[src/rtl/cache_mem_arbiter.sv]
// Arbitrates I-cache and D-cache line transfers onto one burst memory port.
// Define ARB_DCACHE_PRIORITY_EN to give the D side fixed priority on ties.
module cache_mem_arbiter #(
  parameter int ADDR_WIDTH = 64,
  parameter int DATA_WIDTH = 64,
  parameter int BURST_LEN  = 8
) (
  input  logic                  clk,
  input  logic                  reset,
  input  logic                  i_req,
  input  logic [ADDR_WIDTH-1:0] i_addr,
  output logic                  i_gnt,
  output logic                  i_rvalid,
  output logic                  i_done,
  input  logic                  d_req,
  input  logic [ADDR_WIDTH-1:0] d_addr,
  input  logic                  d_we,
  input  logic [DATA_WIDTH-1:0] d_wdata,
  output logic                  d_wready,
  output logic                  d_gnt,
  output logic                  d_rvalid,
  output logic                  d_done,
  output logic                  mem_req,
  output logic [ADDR_WIDTH-1:0] mem_addr,
  output logic                  mem_we,
  output logic [DATA_WIDTH-1:0] mem_wdata,
  input  logic                  mem_ack,
  input  logic                  mem_valid,
  input  logic [DATA_WIDTH-1:0] mem_rdata,
  output logic [DATA_WIDTH-1:0] rdata
);

  localparam int BEAT_BITS   = $clog2(BURST_LEN);
  localparam int OFFSET_BITS = $clog2(BURST_LEN * DATA_WIDTH / 8);
  localparam logic [ADDR_WIDTH-1:0] LINE_MASK =
    ~((ADDR_WIDTH'(1) << OFFSET_BITS) - ADDR_WIDTH'(1));
  localparam logic [BEAT_BITS-1:0] LAST_BEAT = BEAT_BITS'(BURST_LEN - 1);

  typedef enum logic [1:0] {IDLE, ADDR, BURST, DONE} state_t;

  state_t                  state_reg, state_next;
  logic                    win_d_reg, win_d_next;
  logic                    we_reg, we_next;
  logic [ADDR_WIDTH-1:0]   addr_reg, addr_next;
  logic [BEAT_BITS-1:0]    beat_reg, beat_next;
  logic                    last_d_reg, last_d_next;
  logic                    pick_d;

`ifdef ARB_DCACHE_PRIORITY_EN
  assign pick_d = d_req;
`else
  // On a tie the side that did not finish the previous transfer wins.
  assign pick_d = d_req && (!i_req || !last_d_reg);
`endif

  always_ff @(posedge clk or posedge reset) begin
    if (reset) begin
      state_reg  <= IDLE;
      win_d_reg  <= 1'b0;
      we_reg     <= 1'b0;
      addr_reg   <= '0;
      beat_reg   <= '0;
      last_d_reg <= 1'b1;
    end else begin
      state_reg  <= state_next;
      win_d_reg  <= win_d_next;
      we_reg     <= we_next;
      addr_reg   <= addr_next;
      beat_reg   <= beat_next;
      last_d_reg <= last_d_next;
    end
  end

  always_comb begin
    state_next  = state_reg;
    win_d_next  = win_d_reg;
    we_next     = we_reg;
    addr_next   = addr_reg;
    beat_next   = beat_reg;
    last_d_next = last_d_reg;
    case (state_reg)
      IDLE: begin
        if (i_req || d_req) begin
          state_next = ADDR;
          win_d_next = pick_d;
          we_next    = pick_d && d_we;
          addr_next  = (pick_d ? d_addr : i_addr) & LINE_MASK;
        end
      end
      ADDR: begin
        if (mem_ack) begin
          state_next = BURST;
          beat_next  = '0;
        end
      end
      BURST: begin
        if (mem_valid) begin
          beat_next = beat_reg + BEAT_BITS'(1);
          if (beat_reg == LAST_BEAT) state_next = DONE;
        end
      end
      DONE: begin
        state_next  = IDLE;
        last_d_next = win_d_reg;
      end
      default: state_next = IDLE;
    endcase
  end

  logic active, in_burst, rd_beat;
  assign active   = (state_reg != IDLE);
  assign in_burst = (state_reg == BURST);
  assign rd_beat  = in_burst && !we_reg && mem_valid;

  // Data paths are gated by state so every output is zero while idle or in reset.
  assign i_gnt     = active && !win_d_reg;
  assign d_gnt     = active && win_d_reg;
  assign mem_req   = (state_reg == ADDR);
  assign mem_addr  = active ? addr_reg : '0;
  assign mem_we    = active && we_reg;
  assign i_rvalid  = rd_beat && !win_d_reg;
  assign d_rvalid  = rd_beat && win_d_reg;
  assign d_wready  = in_burst && we_reg && mem_valid;
  assign rdata     = (in_burst && !we_reg) ? mem_rdata : '0;
  assign mem_wdata = (in_burst && we_reg) ? d_wdata : '0;
  assign i_done    = (state_reg == DONE) && !win_d_reg;
  assign d_done    = (state_reg == DONE) && win_d_reg;

endmodule

[config.mk]
export PLATFORM = sky130hd
export DESIGN_NAME = cache_mem_arbiter
export DESIGN_NICKNAME = d
export VERILOG_FILES = /design/src/rtl/cache_mem_arbiter.sv
export SDC_FILE = /design/constraint.sdc
export NUM_CORES = 1
export LEC_CHECK = 0
export CELL_PAD_IN_SITES_DETAIL_PLACEMENT = 0
export CELL_PAD_IN_SITES_GLOBAL_PLACEMENT = 2
export CORE_UTILIZATION = 13
export DETAILED_ROUTE_END_ITERATION = 8
export PLACE_DENSITY = 0.84
export RECOVER_POWER = 25
export SLEW_MARGIN = 20
export SYNTH_ARGS = -nofsm -noshare
export SYNTH_HDL_FRONTEND = slang
export SYNTH_SLANG_ARGS = --single-unit
[constraint.sdc]
create_clock -name clk -period 2.4 [get_ports clk]
set_input_delay 0.36 -clock clk [delete_from_list [all_inputs] [get_ports clk]]
set_output_delay 0.36 -clock clk [all_outputs]
set_load 0.1 [all_outputs]
==> flow_metrics.env, run 1 <==
export IMPL_startpoint="state_reg[0]$_DFFE_PP0P_"
export IMPL_multiInputGateArea_um2=2614
export IMPL_arrival_ns=1.96
export IMPL_slew_viol_final=0
export IMPL_cp_common_cell="buf_12"
export IMPL_fmax_mhz=431.2
export IMPL_post_route_min_period_ns=2.319
export IMPL_synth_most_common_cell="a21oi_1"
export IMPL_drive_gt1_share_pct=23.36
export IMPL_critPathMaxFanout=16
export IMPL_path_buf_inv=4
export IMPL_cts_buffers=9
export IMPL_rrSetupSlack_ns=0.24
export IMPL_grt_total_usage_pct=14.71
export IMPL_fin_area_um2=11780
export IMPL_grt_max_degree=67
export IMPL_seq_area_frac_synth_pct=36.44
export IMPL_path_depth=7
export IMPL_coreArea_um2=34460
export IMPL_area_growth_pct=159.8
export IMPL_ys_types=31
export IMPL_rr_endpoint="state_reg[1]$_DFFE_PP0P_"
export IMPL_reg2reg_from="state_reg[1]$_DFFE_PP0P_"
export IMPL_crit_path_end="rdata[30]"
export IMPL_rsz0062_at_grt="false"
export IMPL_dieWidth_um=188.8
export IMPL_required_ns=2.04
export IMPL_crit_family="buffers and inverters"
export IMPL_yosys_area_top_type="dfrtp_1"
export IMPL_nets=1288
export IMPL_grt_pass1_vias=5966
export IMPL_synth_cells=600
export IMPL_clock_sinks=66
export IMPL_cts_tree="done"
export IMPL_crit_path_end_kind="output port"
export IMPL_ios=464
export IMPL_place_area_um2=11450
export IMPL_final_antenna_net_count=0
export IMPL_crit_chain="inv_2 > ha_1 > nor2b_4 > buf_12 > buf_6 > and2_1 > buf_12"
export IMPL_first_pass_iters=4
export IMPL_cpPeakStageDelay_ns=0.43
export IMPL_path_clk_slew_ns=0.06
export IMPL_skew_ns=0.004804
export IMPL_drv_cap=0
export IMPL_design_die_area_um2=35640
export IMPL_seqCellArea_um2=1654
export IMPL_cts_root_buf="clkbuf_16"
export IMPL_cts_max_level=3
export IMPL_r2r_cells=5
export IMPL_initial_core_util_pct=13.16
export IMPL_slowest_stage="dfrtp_1"
export IMPL_worst_pin_slew_ns=1.037
export IMPL_grt_overflow=0
export IMPL_syn_area_um2=4536
export IMPL_synth_edff_count=0
export IMPL_grt_pass1_wl_um=39100
export IMPL_holdBufCountCts=0
export IMPL_fillers=3496
export IMPL_insertion_delay_ns=0.34
export IMPL_outcome="complete, no violations"
export IMPL_yosys_area_top_type_share_pct=35.86
export IMPL_clockBufferDepth=2
export IMPL_worst_setup_path_type="reg -> out"
export IMPL_final_cell_count_no_fill=1481
export IMPL_port_buffers=445
export IMPL_setup_viol=0
export IMPL_finalCritPeriodShare_pct=96.63
export IMPL_antenna_found_initial=3
export IMPL_yosysWarnings=0
export IMPL_synthTopCellsByCount="a21oi_1 (117), and3_1 (67), and2_1 (65), dfrtp_1 (65), nor2b_1 (65)"
export IMPL_vias_per_cell=3.949
export IMPL_routed_wl_um=27210
export IMPL_dp_cells=1458
export IMPL_startpoint_type="flip-flop"
export IMPL_routabilityCongestion=0.8254
export IMPL_hp_class="reg -> reg"
export IMPL_synth_area_per_cell_um2=7.559
export IMPL_ys_ff_latch=66
export IMPL_synth_ff_type="dfrtp_1"
export IMPL_slew_headroom_pct=30.84
export IMPL_die_h_um=188.8
export IMPL_drt_iter0_markers=195
export IMPL_drc=0
export IMPL_ys_top_cells_by_area="dfrtp_1 (36%), a21oi_1 (13%), and3_1 (9.2%)"
export IMPL_largest_reg_flops=58
export IMPL_synthArstFlopShare_pct=100.0
export IMPL_fp_row_count=68
export IMPL_timing_hold_violations_final=0
export IMPL_num_vias=5849
export IMPL_dp_hpwl_um=20280
export IMPL_post_drt_wl_per_cell_um=18.37
==> how the worst min path moves through the flow <==
stage / startpoint / to / depth (start not counted) / slack (ns)
2_1_floorplan: addr_reg[10]$_DFFE_PP0P_ / addr_reg[10]$_DFFE_PP0P_ / 2 / 0.49
3_3_place_gp: addr_reg[16]$_DFFE_PP0P_ / addr_reg[16]$_DFFE_PP0P_ / 2 / 0.50
3_5_place_dp: addr_reg[44]$_DFFE_PP0P_ / addr_reg[44]$_DFFE_PP0P_ / 2 / 0.51
4_1_cts: reset / addr_reg[57]$_DFFE_PP0P_ / 3 / 0.43
5_1_grt: i_addr[37] / addr_reg[37]$_DFFE_PP0P_ / 3 / 0.53
6_report: addr_reg[23]$_DFFE_PP0P_ / addr_reg[23]$_DFFE_PP0P_ / 2 / 0.51
==> final cells by class <==
class	count	share of cell area, %
antenna	3	0.06372
clock buffer	14	2.241
clock inverter	2	0.1062
inverter	7	0.2230
multi-input combinational	472	22.19
sequential	66	14.04
tap	455	4.832
timing repair buffer	462	56.31
==> tightest hold or removal path, delay by kind of cell (launching register included) <==
family | cells | cell delay, ns
compound gates | 1 | 0.10
flops | 1 | 0.33
simple gates | 1 | 0.04
==> metrics by stage <==
stage	setup WS, ns	setup TNS (ns)	hold WS, ns	util, %
3_5_place_dp	0.3946	0	0.5078	33.22
4_1_cts	0.002036	0	0.4260	34.06
6_report	0.08087	0	0.5146	34.19
5_1_grt	0.0001676	0	0.5344	34.18
3_3_place_gp	0.4258	0	0.4965	33.22
2_1_floorplan	-0.3336	-19.67	0.4871	-
==> timing repair <==
action,4_1_cts,5_1_grt
gates resized for setup,2,1
setup endpoints to repair,7,66
cloned,0,3
setup buffers,0,1
==> per-layer routing <==
metal	part of all wire [%]	wire, um	up-vias	global-route usage (%)
li1	-	-	2793	-
met1	43	11570	2776	18.09
met2	49	13420	252	24.77
met3	6.3	1711	26	3.949
met4	1.8	495	2	4.715
met5	0.040	11	-	0
==> kinds of logic (layout without fill, tap and decap cells) <==
family	after synthesis	count (layout)	synth area share (%)
fa+ha+maj	7	7	1.931
compound gates	133	133	15.92
simple gates	324	324	38.07
other cells	1	9	0.08268
buf+inv	67	485	6.979
flops	66	66	36.44
mux	2	2	0.5792
==> layout by cell type, fill, tap and decap left out, types with 2 or more instances in the layout <==
| master | synthesis | routed |
|---|---|---|
| clkbuf_16 | 0 | 11 |
| clkbuf_1 | 32 | 3 |
| clkdlybuf4s50_1 | 0 | 249 |
| clkbuf_8 | 0 | 2 |
| o21a_1 | 3 | 2 |
| and2_1 | 65 | 63 |
| nor2b_1 | 65 | 64 |
| nor2_1 | 61 | 60 |
| ha_1 | 7 | 5 |
| a21oi_1 | 117 | 117 |
| nand2b_1 | 3 | 3 |
| diode_2 | 0 | 3 |
| o21ai_0 | 5 | 5 |
| buf_6 | 0 | 2 |
| nand3_1 | 2 | 2 |
| dfrtp_1 | 65 | 64 |
| inv_1 | 7 | 5 |
| and3_1 | 67 | 67 |
| conb_1 | 1 | 6 |
| nand2_1 | 59 | 59 |
| buf_4 | 12 | 5 |
| buf_12 | 0 | 200 |
Power of run 1 is not shown: default switching activity piles up to over one toggle a cycle in this logic, so the estimate is an artifact.
==> inputs of run 2 (changes only) <==
--- a/config.mk
+++ b/config.mk
@@ -7,6 +7,7 @@
 export LEC_CHECK = 0
 export CELL_PAD_IN_SITES_DETAIL_PLACEMENT = 0
 export CELL_PAD_IN_SITES_GLOBAL_PLACEMENT = 2
+export CORE_ASPECT_RATIO = 1.2
 export CORE_UTILIZATION = 13
 export DETAILED_ROUTE_END_ITERATION = 8
 export PLACE_DENSITY = 0.84
==> flow_metrics.env, run 2 (synthesis results as in run 1) <==
export IMPL_dieWidth_um=172.5
export IMPL_final_antenna_net_count=0
export IMPL_ios=464
export IMPL_path_buf_inv=4
export IMPL_grt_total_usage_pct=16.85
export IMPL_slew_headroom_pct=-13.65
export IMPL_fmax_mhz=441.9
export IMPL_cts_root_buf="clkbuf_16"
export IMPL_worst_pin_slew_ns=1.695
export IMPL_grt_pass1_vias=5940
export IMPL_violations="max-capacitance violations, max-slew violations"
export IMPL_clockBufferDepth=2
export IMPL_rrSetupSlack_ns=0.30
export IMPL_r2r_cells=7
export IMPL_path_depth=7
export IMPL_required_ns=2.04
export IMPL_startpoint="state_reg[0]$_DFFE_PP0P_"
export IMPL_mostFrequentLayoutCell="clkdlybuf4s50_1"
export IMPL_dp_hpwl_um=24180
export IMPL_grt_max_degree=67
export IMPL_startpoint_type="flip-flop"
export IMPL_drv_cap=1
export IMPL_path_clk_slew_ns=0.06
export IMPL_die_h_um=206.6
export IMPL_worst_setup_path_type="reg -> out"
export IMPL_cp_common_cell="buf_12"
export IMPL_crit_family="buffers and inverters"
export IMPL_nets=1292
export IMPL_fp_row_count=74
export IMPL_rsz0062_at_grt="false"
export IMPL_cts_max_level=3
export IMPL_insertion_delay_ns=0.35
export IMPL_cpPeakStageDelay_ns=0.42
export IMPL_cts_buffers=9
export IMPL_clock_sinks=66
export IMPL_routabilityCongestion=0.8010
export IMPL_rr_endpoint="addr_reg[32]$_DFFE_PP0P_"
export IMPL_drive_gt1_share_pct=23.80
export IMPL_hp_class="reg -> reg"
export IMPL_first_pass_iters=5
export IMPL_mostFrequentLayoutCells="clkdlybuf4s50_1 (249), buf_12 (200), a21oi_1 (117)"
export IMPL_utilization_pct=34.52
export IMPL_vias_per_cell=3.985
export IMPL_port_buffers=445
export IMPL_arrival_ns=1.90
export IMPL_reg2reg_from="state_reg[1]$_DFFE_PP0P_"
export IMPL_routed_wl_um=30980
export IMPL_coreArea_um2=34170
export IMPL_timing_hold_violations_final=0
export IMPL_cts_tree="done"
export IMPL_slew_viol_final=27
export IMPL_drt_iter0_markers=219
export IMPL_outcome="complete, but fails checks"
export IMPL_design_die_area_um2=35640
export IMPL_critPathMaxFanout=16
export IMPL_post_drt_wl_per_cell_um=20.91
export IMPL_crit_path_end="rdata[62]"
export IMPL_slowest_stage="dfrtp_1"
export IMPL_drc=0
export IMPL_largest_reg_flops=58
export IMPL_initial_core_util_pct=13.28
export IMPL_grt_pass1_wl_um=43110
export IMPL_finalCritPeriodShare_pct=94.29
export IMPL_area_growth_pct=160.0
export IMPL_setup_viol=0
export IMPL_grt_overflow=0
export IMPL_antenna_found_initial=7
export IMPL_post_route_min_period_ns=2.263
export IMPL_holdBufCountCts=0
export IMPL_skew_ns=0.009921
export IMPL_crit_path_end_kind="output port"
export IMPL_num_vias=5906
export IMPL_crit_chain="inv_2 > ha_1 > nor2b_4 > buf_12 > buf_6 > and2_1 > buf_12"
==> run 2: worst min-delay path, stage by stage (launching register included) <==
cell and delay, ns:
dfrtp_1 0.33, nor2_1 0.05, a21oi_1 0.10
==> run 2: what timing repair did <==
action,in CTS,in global routing
gates resized for setup,0,1
endpoints found under the setup margin,0,12
hold endpoints to repair,0,0
buffers inserted,0,1
==> run 2: per-layer routing <==
layer	part of all wire (%)	vias up	GRT usage (%)	routed length, um
met5	0.26	-	0	82
met1	42	2774	20.35	12930
met3	12	28	9.579	3754
li1	-	2802	-	-
met2	45	290	25.62	13820
met4	1.3	12	4.145	391
==> run 2: final cells by class <==
cell class	instances	area, um^2
inverters	7	27.53
diodes	1	2.502
clock inverters	3	17.52
fillers	3436	22370
multi-input cells	472	2620
flip-flops and latches	66	1654
repair buffers	466	6659
well taps	456	570.5
clock buffers	11	242.7
==> run 2: how the worst min path moves through the flow <==
stage                                   startpoint                  endpoint  slack [ns]  depth (start not counted)
after global routing      addr_reg[60]$_DFFE_PP0P_  addr_reg[60]$_DFFE_PP0P_        0.54                          2
after global placement    addr_reg[34]$_DFFE_PP0P_  addr_reg[34]$_DFFE_PP0P_        0.50                          2
after floorplan           addr_reg[10]$_DFFE_PP0P_  addr_reg[10]$_DFFE_PP0P_        0.49                          2
final                     addr_reg[39]$_DFFE_PP0P_  addr_reg[39]$_DFFE_PP0P_        0.51                          2
after CTS                                    reset  addr_reg[36]$_DFFE_PP0P_        0.45                          2
after detailed placement  addr_reg[22]$_DFFE_PP0P_  addr_reg[22]$_DFFE_PP0P_        0.51                          2
==> run 2: through the flow <==
step	setup WS (ns)	instance area (um^2)	TNS, ns	instances	hold slack, ns
after floorplan	-0.3336	4557	-19.67	605	0.4871
after CTS	0.1057	11720	0	1476	0.4466
final	0.1370	11790	0	1482	0.5142
after detailed placement	0.3420	11460	0	1462	0.5068
after global routing	0.01558	11790	0	1481	0.5358
after global placement	0.3806	11460	0	1462	0.4981
Power of run 2 is left out for the same reason.
